## src/rtl/xdemux4_pkg.sv

```systemverilog
// Shared definitions for the xdemux4 stream distributor: state encoding,
// default widths and configuration field offsets.
package xdemux4_pkg;

  localparam int DEF_DATA_W = 32;
  localparam int DEF_CNT_W  = 10;
  localparam int NCH        = 4;

  typedef enum logic [1:0] {
    IDLE   = 2'd0,
    WAIT   = 2'd1,
    ACTIVE = 2'd2
  } state_t;

  // Bit offsets of the FU fields within the packed configuration word.
  localparam int CFG_SEL_OFF    = 0;
  localparam int CFG_RR_EN_OFF  = 2;
  localparam int CFG_DELAY_OFF  = 3;
  localparam int CFG_LENGTH_OFF = CFG_DELAY_OFF + DEF_CNT_W;
  localparam int CFG_W          = CFG_LENGTH_OFF + DEF_CNT_W;

  function automatic logic [NCH-1:0] onehot4(input logic [1:0] ch);
    return 4'b0001 << ch;
  endfunction

endpackage

```

## src/rtl/xdemux4_ctrl.sv

```systemverilog
// Sequencer for xdemux4: delay/length counters, run FSM and target channel.
// Latency: first capture enable delay+1 cycles after run; no backpressure, run always wins.
// Backpressure: none; a run pulse in any state restarts the sequence.
module xdemux4_ctrl
  import xdemux4_pkg::*;
#(
  parameter int CNT_W = DEF_CNT_W
) (
  input  logic             clk,
  input  logic             rst,
  input  logic             run,
  input  logic [1:0]       sel,
  input  logic             rr_en,
  input  logic [CNT_W-1:0] delay,
  input  logic [CNT_W-1:0] length,
  output logic             done,
  output logic             cap_en,
  output logic [1:0]       target
);

  localparam logic [CNT_W-1:0] ONE = CNT_W'(1);

  state_t           state;
  logic [CNT_W-1:0] dly_cnt;
  logic [CNT_W-1:0] len_cnt;
  logic             rr_q;

  assign done   = (state == IDLE);
  // A run pulse pre-empts the capture that would otherwise happen on this edge.
  assign cap_en = (state == ACTIVE) && !run;

  always_ff @(posedge clk or negedge rst) begin
    if (!rst) begin
      state   <= IDLE;
      dly_cnt <= '0;
      len_cnt <= '0;
      rr_q    <= 1'b0;
      target  <= 2'd0;
    end else if (run) begin
      if (length != '0) begin
        rr_q    <= rr_en;
        target  <= sel;
        len_cnt <= length;
        dly_cnt <= delay;
        state   <= (delay == '0) ? ACTIVE : WAIT;
      end else begin
        state <= IDLE;
      end
    end else begin
      case (state)
        WAIT: begin
          dly_cnt <= dly_cnt - ONE;
          if (dly_cnt == ONE) state <= ACTIVE;
        end
        ACTIVE: begin
          len_cnt <= len_cnt - ONE;
          if (rr_q) target <= target + 2'd1;
          if (len_cnt == ONE) state <= IDLE;
        end
        default: state <= IDLE;
      endcase
    end
  end

endmodule

```

## src/rtl/xdemux4.sv

```systemverilog
// Distributes consecutive in0 samples onto four registered outputs, fixed or round-robin.
// Latency: data and one-hot strobe appear one cycle after the capture edge.
// Backpressure: none; outputs are strobed and consumers must accept every word.
module xdemux4
  import xdemux4_pkg::*;
#(
  parameter int DATA_W = DEF_DATA_W,
  parameter int CNT_W  = DEF_CNT_W
) (
  input  logic              clk,
  input  logic              rst,
  input  logic              run,
  output logic              done,
  input  logic [DATA_W-1:0] in0,
  output logic [DATA_W-1:0] out0,
  output logic [DATA_W-1:0] out1,
  output logic [DATA_W-1:0] out2,
  output logic [DATA_W-1:0] out3,
  output logic [NCH-1:0]    out_vld,
  input  logic [1:0]        sel,
  input  logic              rr_en,
  input  logic [CNT_W-1:0]  delay,
  input  logic [CNT_W-1:0]  length
);

  logic              cap_en;
  logic [1:0]        target;
  logic [DATA_W-1:0] data_q [NCH];

  xdemux4_ctrl #(.CNT_W(CNT_W)) u_ctrl (
    .clk    (clk),
    .rst    (rst),
    .run    (run),
    .sel    (sel),
    .rr_en  (rr_en),
    .delay  (delay),
    .length (length),
    .done   (done),
    .cap_en (cap_en),
    .target (target)
  );

  always_ff @(posedge clk or negedge rst) begin
    if (!rst) begin
      for (int i = 0; i < NCH; i++) data_q[i] <= '0;
      out_vld <= '0;
    end else if (cap_en) begin
      data_q[target] <= in0;
      out_vld        <= onehot4(target);
    end else begin
      out_vld <= '0;
    end
  end

  assign out0 = data_q[0];
  assign out1 = data_q[1];
  assign out2 = data_q[2];
  assign out3 = data_q[3];

endmodule

```

## config.mk

```make
export PLATFORM = sky130hd
export DESIGN_NAME = xdemux4
export DESIGN_NICKNAME = d
export VERILOG_FILES = /design/src/rtl/xdemux4_pkg.sv /design/src/rtl/xdemux4_ctrl.sv /design/src/rtl/xdemux4.sv
export SDC_FILE = /design/constraint.sdc
export NUM_CORES = 1
export LEC_CHECK = 0
export ABC_AREA = 1
export BUFFER_PORTS_ARGS = -buffer_cell sky130_fd_sc_hd__buf_4
export CORE_MARGIN = 4
export CORE_UTILIZATION = 48
export CTS_CLUSTER_DIAMETER = 150
export DETAILED_ROUTE_END_ITERATION = 7
export PLACE_DENSITY_LB_ADDON = 0.05
export SKIP_CTS_REPAIR_TIMING = 1
export SLEW_MARGIN = 10
export SYNTH_ARGS = -nofsm -noshare
export SYNTH_HDL_FRONTEND = slang
export SYNTH_HIERARCHICAL = 1
export SYNTH_SLANG_ARGS = --single-unit
```

## constraint.sdc

```tcl
create_clock -name clk -period 1.42 [get_ports clk]
set_clock_uncertainty 0.1 [all_clocks]
set_input_delay 0.071 -clock clk [delete_from_list [all_inputs] [get_ports clk]]
set_output_delay 0.071 -clock clk [all_outputs]
set_load 0.005 [all_outputs]
```

==> results.py, run 1 <==
metrics = {
    "placement": {
        "place_congestion": 0.827,
        "dpl.hpwl_mm": 14.2,
        "placed_area_um2": 9040,
        "numPortBuffers": 190,
    },
    "synth": {
        "ys_types": 27,
        "synth_top_family_by_area": "simple AND/OR/NAND/NOR gates",
        "synth_fp_nets": 914,
        "async_flop_share_pct": 100,
        "netlist_instances": 852,
        "synthMuxAreaShare_pct": 0,
        "ys_top_cells_by_count": "354 x nand2_1, 157 x dfrtp_1, 100 x nand4_1, 70 x nand3_1, 42 x nor2_1",
        "synth_edf_count": 0,
        "synth_compound_area_share_pct": 2.41,
        "yosys.area.top_type_share_pct": 55.3,
        "synth-adder-area-share_pct": 0.704,
        "ys.flop_type": "dfrtp_1",
        "synthXorXnorAreaFrac_pct": 0.246,
        "synth_warnings": 6,
        "synth_top_area_cell": "dfrtp_1",
        "synth_most_common_cell": "nand2_1",
        "avgSynthCellArea_um2": 8.34,
        "ys_ff_latch": 157,
        "syn-cell-area_um2": 7110,
        "synth.area.top_cells": "dfrtp_1 55%, nand2_1 19%, nand4_1 8.8%",
        "yosysSeqAreaShare_pct": 55.3,
        "synthSimpleGateAreaFrac_pct": 35.9,
    },
    "sta": {
        "fmax_ghz": 0.724,
        "final_hold_viol_count": 6,
        "worst_hold_slack_ns": -0.0695,
        "relSlewSlack_pct": 78.4,
        "period_share_pct": 97.3,
        "rsz0062_at_grt": "yes",
        "fin_tns_setup_ns": 0,
        "setup_viol": 0,
        "tightest_slew_ns": 0.324,
        "timing.final.crit_period_ns": 1.38,
        "slew_violations": 0,
    },
    "drt": {
        "detail_route.wl_per_cell_um": 16.1,
        "drt_iter0_markers": 636,
        "drc": 0,
        "finalWirelength_mm": 21.1,
        "routed_via_density": 5.28,
        "first_pass_iters": 5,
        "antenna_left": 0,
        "via_count": 6942,
    },
    "flow_run": {
        "drv_cap": 0,
    },
    "floorplanning": {
        "pin_count": 191,
        "die_y_um": 130,
        "row_count": 44,
        "die_w_um": 130,
        "start_util_pct": 48.9,
        "core-area_um2": 14500,
        "die-area_um2": 16800,
    },
    "worst_setup_path": {
        "crit_type": "reg -> reg",
        "slowest_stage": "dfrtp_1",
        "crit_chain": "inv_2 > nand3_4 > inv_8 > buf_12 > clkbuf_16 > nand4_1 > nand2_1",
        "required_ns": 1.68,
        "reg2reg_depth": 7,
        "worst-path-max-fanout": 14,
        "reg2reg_from": "u_ctrl/state[0]",
        "worstPathArrival_ns": 1.64,
        "end_kind": "flop",
        "regToRegSetupSlack_ns": 0.04,
        "worstReg2RegEnd": "out1[17]",
        "startpoint_type": "flop",
        "crit_path_max_incr_delay_ns": 0.39,
    },
    "finish": {
        "antenna_cells": 0,
        "seq_area_um2": 3930,
        "fill_cells": 1185,
        "stdcell_area_um2": 10300,
        "syn_to_final_growth_pct": 45.1,
        "multi_input_area_um2": 2880,
        "nets": 1181,
        "drive_above_1_share_pct": 28.6,
    },
    "power_and_ir_drop": {
        "powerDensity_nw_per_um2": 1630,
        "internal_power_mw": 11.4,
        "seqPwrFrac_pct": 41.0,
        "ir_worst_vdd_mv": 0.933,
        "p_leak_nw": 5.60,
        "p_clk_share_pct": 26.8,
        "comb_power_share_pct": 32.2,
        "switching_share_pct": 32.2,
        "switching_power_mw": 5.39,
    },
    "global_routing": {
        "grt_max_degree": 47,
        "busiest_layer": "met2",
        "grtUsageMet1_pct": 33.0,
        "antenna_found_initial": 0,
        "grt-ovfl-total": 0,
        "grt_use_total_pct": 24.2,
        "grt_pass1_wl_mm": 32.3,
        "grt_use_met3_pct": 5.36,
        "grtUsageMet2_pct": 39.2,
        "grt_pass1_vias": 6320,
    },
    "cts": {
        "path_clk_slew_ns": 0.06,
        "cts_tree": "yes",
        "clock_sinks": 157,
        "cts_buffers": 17,
        "cts_root_buf": "clkbuf_16",
        "clkLatencyLatePin_ns": 0.42,
        "htreeDepth": 4,
        "cts_buffer_depth": 2,
    },
    "hold_path": {
        "hold_end": "u_ctrl/dly_cnt[4]",
        "hold_depth": 5,
        "min_from": "delay[4]",
        "hp-class": "in -> reg",
    },
    "status": {
        "violations": "negative hold slack",
        "outcome": "finished with violations",
    },
}
final cells by class:
class | instances | share of cell area, %
clock buffers | 21 | 4.46
clock inverters | 10 | 1.10
inverters | 26 | 1.04
multi-input cells | 611 | 27.9
flip-flops and latches | 157 | 38.1
well taps | 184 | 2.23
repair buffers | 306 | 25.2
power groups by stage:
stage	Combinational [mW]	Clock, mW	Sequential (mW)
2_1_floorplan	2.00	0	6.84
3_3_place_gp	5.12	0	6.91
3_5_place_dp	5.22	0	6.90
4_1_cts	5.23	4.53	6.86
5_1_grt	6.02	4.75	7.04
6_report	5.41	4.49	6.88
sequential cells by signal, indices dropped and copies added (netlist names):
signal / count
out0: 32
out1: 32
out2: 32
out3: 32
u_ctrl/dly_cnt: 10
u_ctrl/len_cnt: 10
out_vld: 4
u_ctrl/state: 2
u_ctrl/target: 2
u_ctrl/rr_q: 1
routing by layer:
| layer | part of all wire, % | up-vias |
|---|---|---|
| li1 | - | 3349 |
| met1 | 43 | 3305 |
| met2 | 49 | 258 |
| met3 | 6.9 | 30 |
| met4 | 1.8 | 0 |
| met5 | 0 | - |
cell usage in the layout, fill, tap and decap left out, drive strengths merged:
master	instances
clkinvlp	4
dlygate4sd3	56
nand3	72
nand4	100
o22ai	1
ha	4
o21bai	3
a31oi	1
dfrtp	157
or2	6
xnor2	2
buf	249
o21ai	20
bufinv	2
inv	27
clkbuf	22
nor2	43
a21oi	2
nand2	357
clkinv	3
logic make-up (layout without fill, tap and decap cells):
family	count (synthesis)	after routing
AND/OR/NAND/NOR	578	578
flip-flops	157	157
buffers and inverters	84	363
AO/OA/AOI/OAI	27	27
adder cells (fa/ha/maj)	4	4
XOR/XNOR	2	2
through the flow:
step                      setup slack [ns]  cells  power (mW)  util [%]
after floorplan                    -0.0112    852        8.84         -
after global placement              0.0286   1227        12.0      62.2
after detailed placement            0.0203   1227        12.1      62.2
after CTS                          0.00934   1258        16.6      66.2
after global routing               -0.0581   1315        17.8      71.0
final                               0.0388   1315        16.8      71.0
critical path, delay by kind of cell, from the launching register on:
family | cells | cell delay (ns)
buffers and inverters | 4 | 0.50
flip-flops | 1 | 0.39
AND/OR/NAND/NOR | 3 | 0.32
worst max path at each step:
stage / from / to / slack (ns) / depth (start not counted)
finish: u_ctrl/state[0] / out1[17] / 0.04 / 7
global route: u_ctrl/dly_cnt[2] / u_ctrl/dly_cnt[9] / -0.06 / 8
global placement: u_ctrl/dly_cnt[2] / u_ctrl/dly_cnt[9] / 0.03 / 8
CTS: u_ctrl/state[1] / done / 0.009 / 2
detailed placement: length[4] / u_ctrl/dly_cnt[8] / 0.02 / 7
floorplan: u_ctrl/state[0] / out1[2] / -0.01 / 8
Power figures use the tool's default switching activity.
==> run 2, diff against run 1 <==
- CELL_PAD_IN_SITES_DETAIL_PLACEMENT: unset -> 1
- CELL_PAD_IN_SITES_GLOBAL_PLACEMENT: unset -> 1
- CORE_UTILIZATION: 48 -> 35
- SETUP_SLACK_MARGIN: unset -> 0.1
==> results.py, run 2 (synthesis gave the netlist of run 1 again) <==
metrics = {
    "status": {
        "outcome": "finished clean",
    },
    "worst_setup_path": {
        "end_kind": "flop",
        "worst-path-max-fanout": 8,
        "regToRegSetupSlack_ns": 0.01,
        "required_ns": 1.63,
        "worstPathArrival_ns": 1.62,
        "crit_path_end": "out3[10]",
        "worstReg2RegEnd": "out3[10]",
        "crit_path_max_incr_delay_ns": 0.44,
        "crit_type": "reg -> reg",
        "startpoint": "u_ctrl/state[1]",
        "reg2reg_from": "u_ctrl/state[1]",
        "slowest_stage": "dfrtp_2",
        "crit_chain": "nand3_4 > clkinv_8 > buf_12 > clkbuf_16 > nand4_1 > nand2_1",
        "startpoint_type": "flop",
        "reg2reg_depth": 6,
    },
    "placement": {
        "dpl.hpwl_mm": 16.8,
        "numPortBuffers": 190,
        "place_inst": 1305,
        "pre_cts_ws_ns": -0.0278,
        "place_congestion": 0.811,
    },
    "drt": {
        "via_count": 7357,
        "drt_iter0_markers": 311,
        "finalWirelength_mm": 28.2,
        "first_pass_iters": 5,
        "routed_via_density": 5.17,
        "antenna_left": 0,
        "detail_route.wl_per_cell_um": 19.8,
        "drc": 0,
    },
    "sta": {
        "slew_violations": 0,
        "timing.final.crit_period_ns": 1.41,
        "rsz0062_at_grt": "yes",
        "fmax_ghz": 0.711,
        "tightest_slew_ns": 0.419,
        "final_hold_viol_count": 0,
        "period_share_pct": 99.0,
        "setup_viol": 0,
        "relSlewSlack_pct": 72.1,
        "fin_ws_ns": 0.0140,
    },
    "floorplanning": {
        "die-area_um2": 22700,
        "core-area_um2": 19700,
        "die_y_um": 151,
        "pin_count": 191,
        "start_util_pct": 36.1,
        "die_w_um": 151,
        "row_count": 51,
    },
    "finish": {
        "final_cell_mix": "272 x nand2_1, 231 x buf_4, 150 x dfrtp_1, 100 x nand4_1, 59 x nand2_2",
        "syn_to_final_growth_pct": 63.5,
        "nets": 1209,
        "antenna_cells": 0,
        "fin_util_pct": 58.9,
        "drive_above_1_share_pct": 41.4,
        "final_cells": 1424,
        "final_common_cell": "nand2_1",
    },
    "global_routing": {
        "grt_max_degree": 68,
        "grt_pass1_vias": 7065,
        "grt-ovfl-total": 0,
        "grt_pass1_wl_mm": 38.8,
        "antenna_found_initial": 0,
        "grt_use_total_pct": 21.7,
    },
    "power_and_ir_drop": {
        "p_leak_nw": 5.93,
        "powerDensity_nw_per_um2": 1570,
        "ir_worst_vdd_mv": 0.986,
    },
    "cts": {
        "cts_buffer_depth": 2,
        "cts_buffers": 17,
        "cts_tree": "yes",
        "clock_sinks": 157,
        "htreeDepth": 4,
        "path_clk_slew_ns": 0.07,
        "clkLatencyLatePin_ns": 0.43,
        "cts_root_buf": "clkbuf_16",
    },
    "hold_path": {
        "hp-class": "in -> async",
    },
    "flow_run": {
        "drv_cap": 0,
    },
}
==> run 2: how the worst min path moves through the flow <==
stage | to | slack [ns] | cells after the start
2_1_floorplan | out0[0] | -0.32 | 0
3_3_place_gp | out0[27] | -0.09 | 1
3_5_place_dp | out0[27] | -0.09 | 1
4_1_cts | out0[27] | -0.55 | 1
5_1_grt | out0[27] | 0.04 | 2
6_report | out0[27] | 0.02 | 2
==> run 2: worst max-delay path: cells and delay by family (launching register included) <==
kind	cells	cell delay [ns]
buffers and inverters	3	0.44
DFF	1	0.44
and+or+nand+nor	3	0.30
==> run 2: layer usage <==
metal	share of wire, %	up-vias	global-route usage (%)
met3	5.6	26	5.18
met5	0	-	0
met4	1.2	0	4.57
met1	44	3697	30.0
li1	-	3416	-
met2	49	218	34.9
==> run 2: through the flow <==
step	TNS (ns)	area [um^2]	hold slack (ns)	power (mW)
finish	0	11600	0.0188	18.2
detailed placement	-0.0278	9240	-0.0921	12.4
CTS	-0.145	9820	-0.545	17.2
floorplan	0	7360	-0.325	8.93
global route	-0.449	11600	0.0377	19.3
global placement	0	9240	-0.0940	12.3
==> run 2: report_power, final <==
group | switching (mW) | total [mW] | internal (mW)
Clock | 1.89 | 4.70 | 2.81
Combinational | 3.07 | 6.39 | 3.32
Sequential | 1.20 | 7.11 | 5.90
Total | 6.16 | 18.2 | 12.0
==> run 2: final cells by class <==
type                            instances  area [um^2]
Clock buffer                           21          450
Clock inverter                         10          139
Fill cell                            2195         8100
Inverter                               26          115
Multi-Input combinational cell        612         3500
Sequential cell                       157         3940
Tap cell                              265          332
Timing Repair Buffer                  333         3150
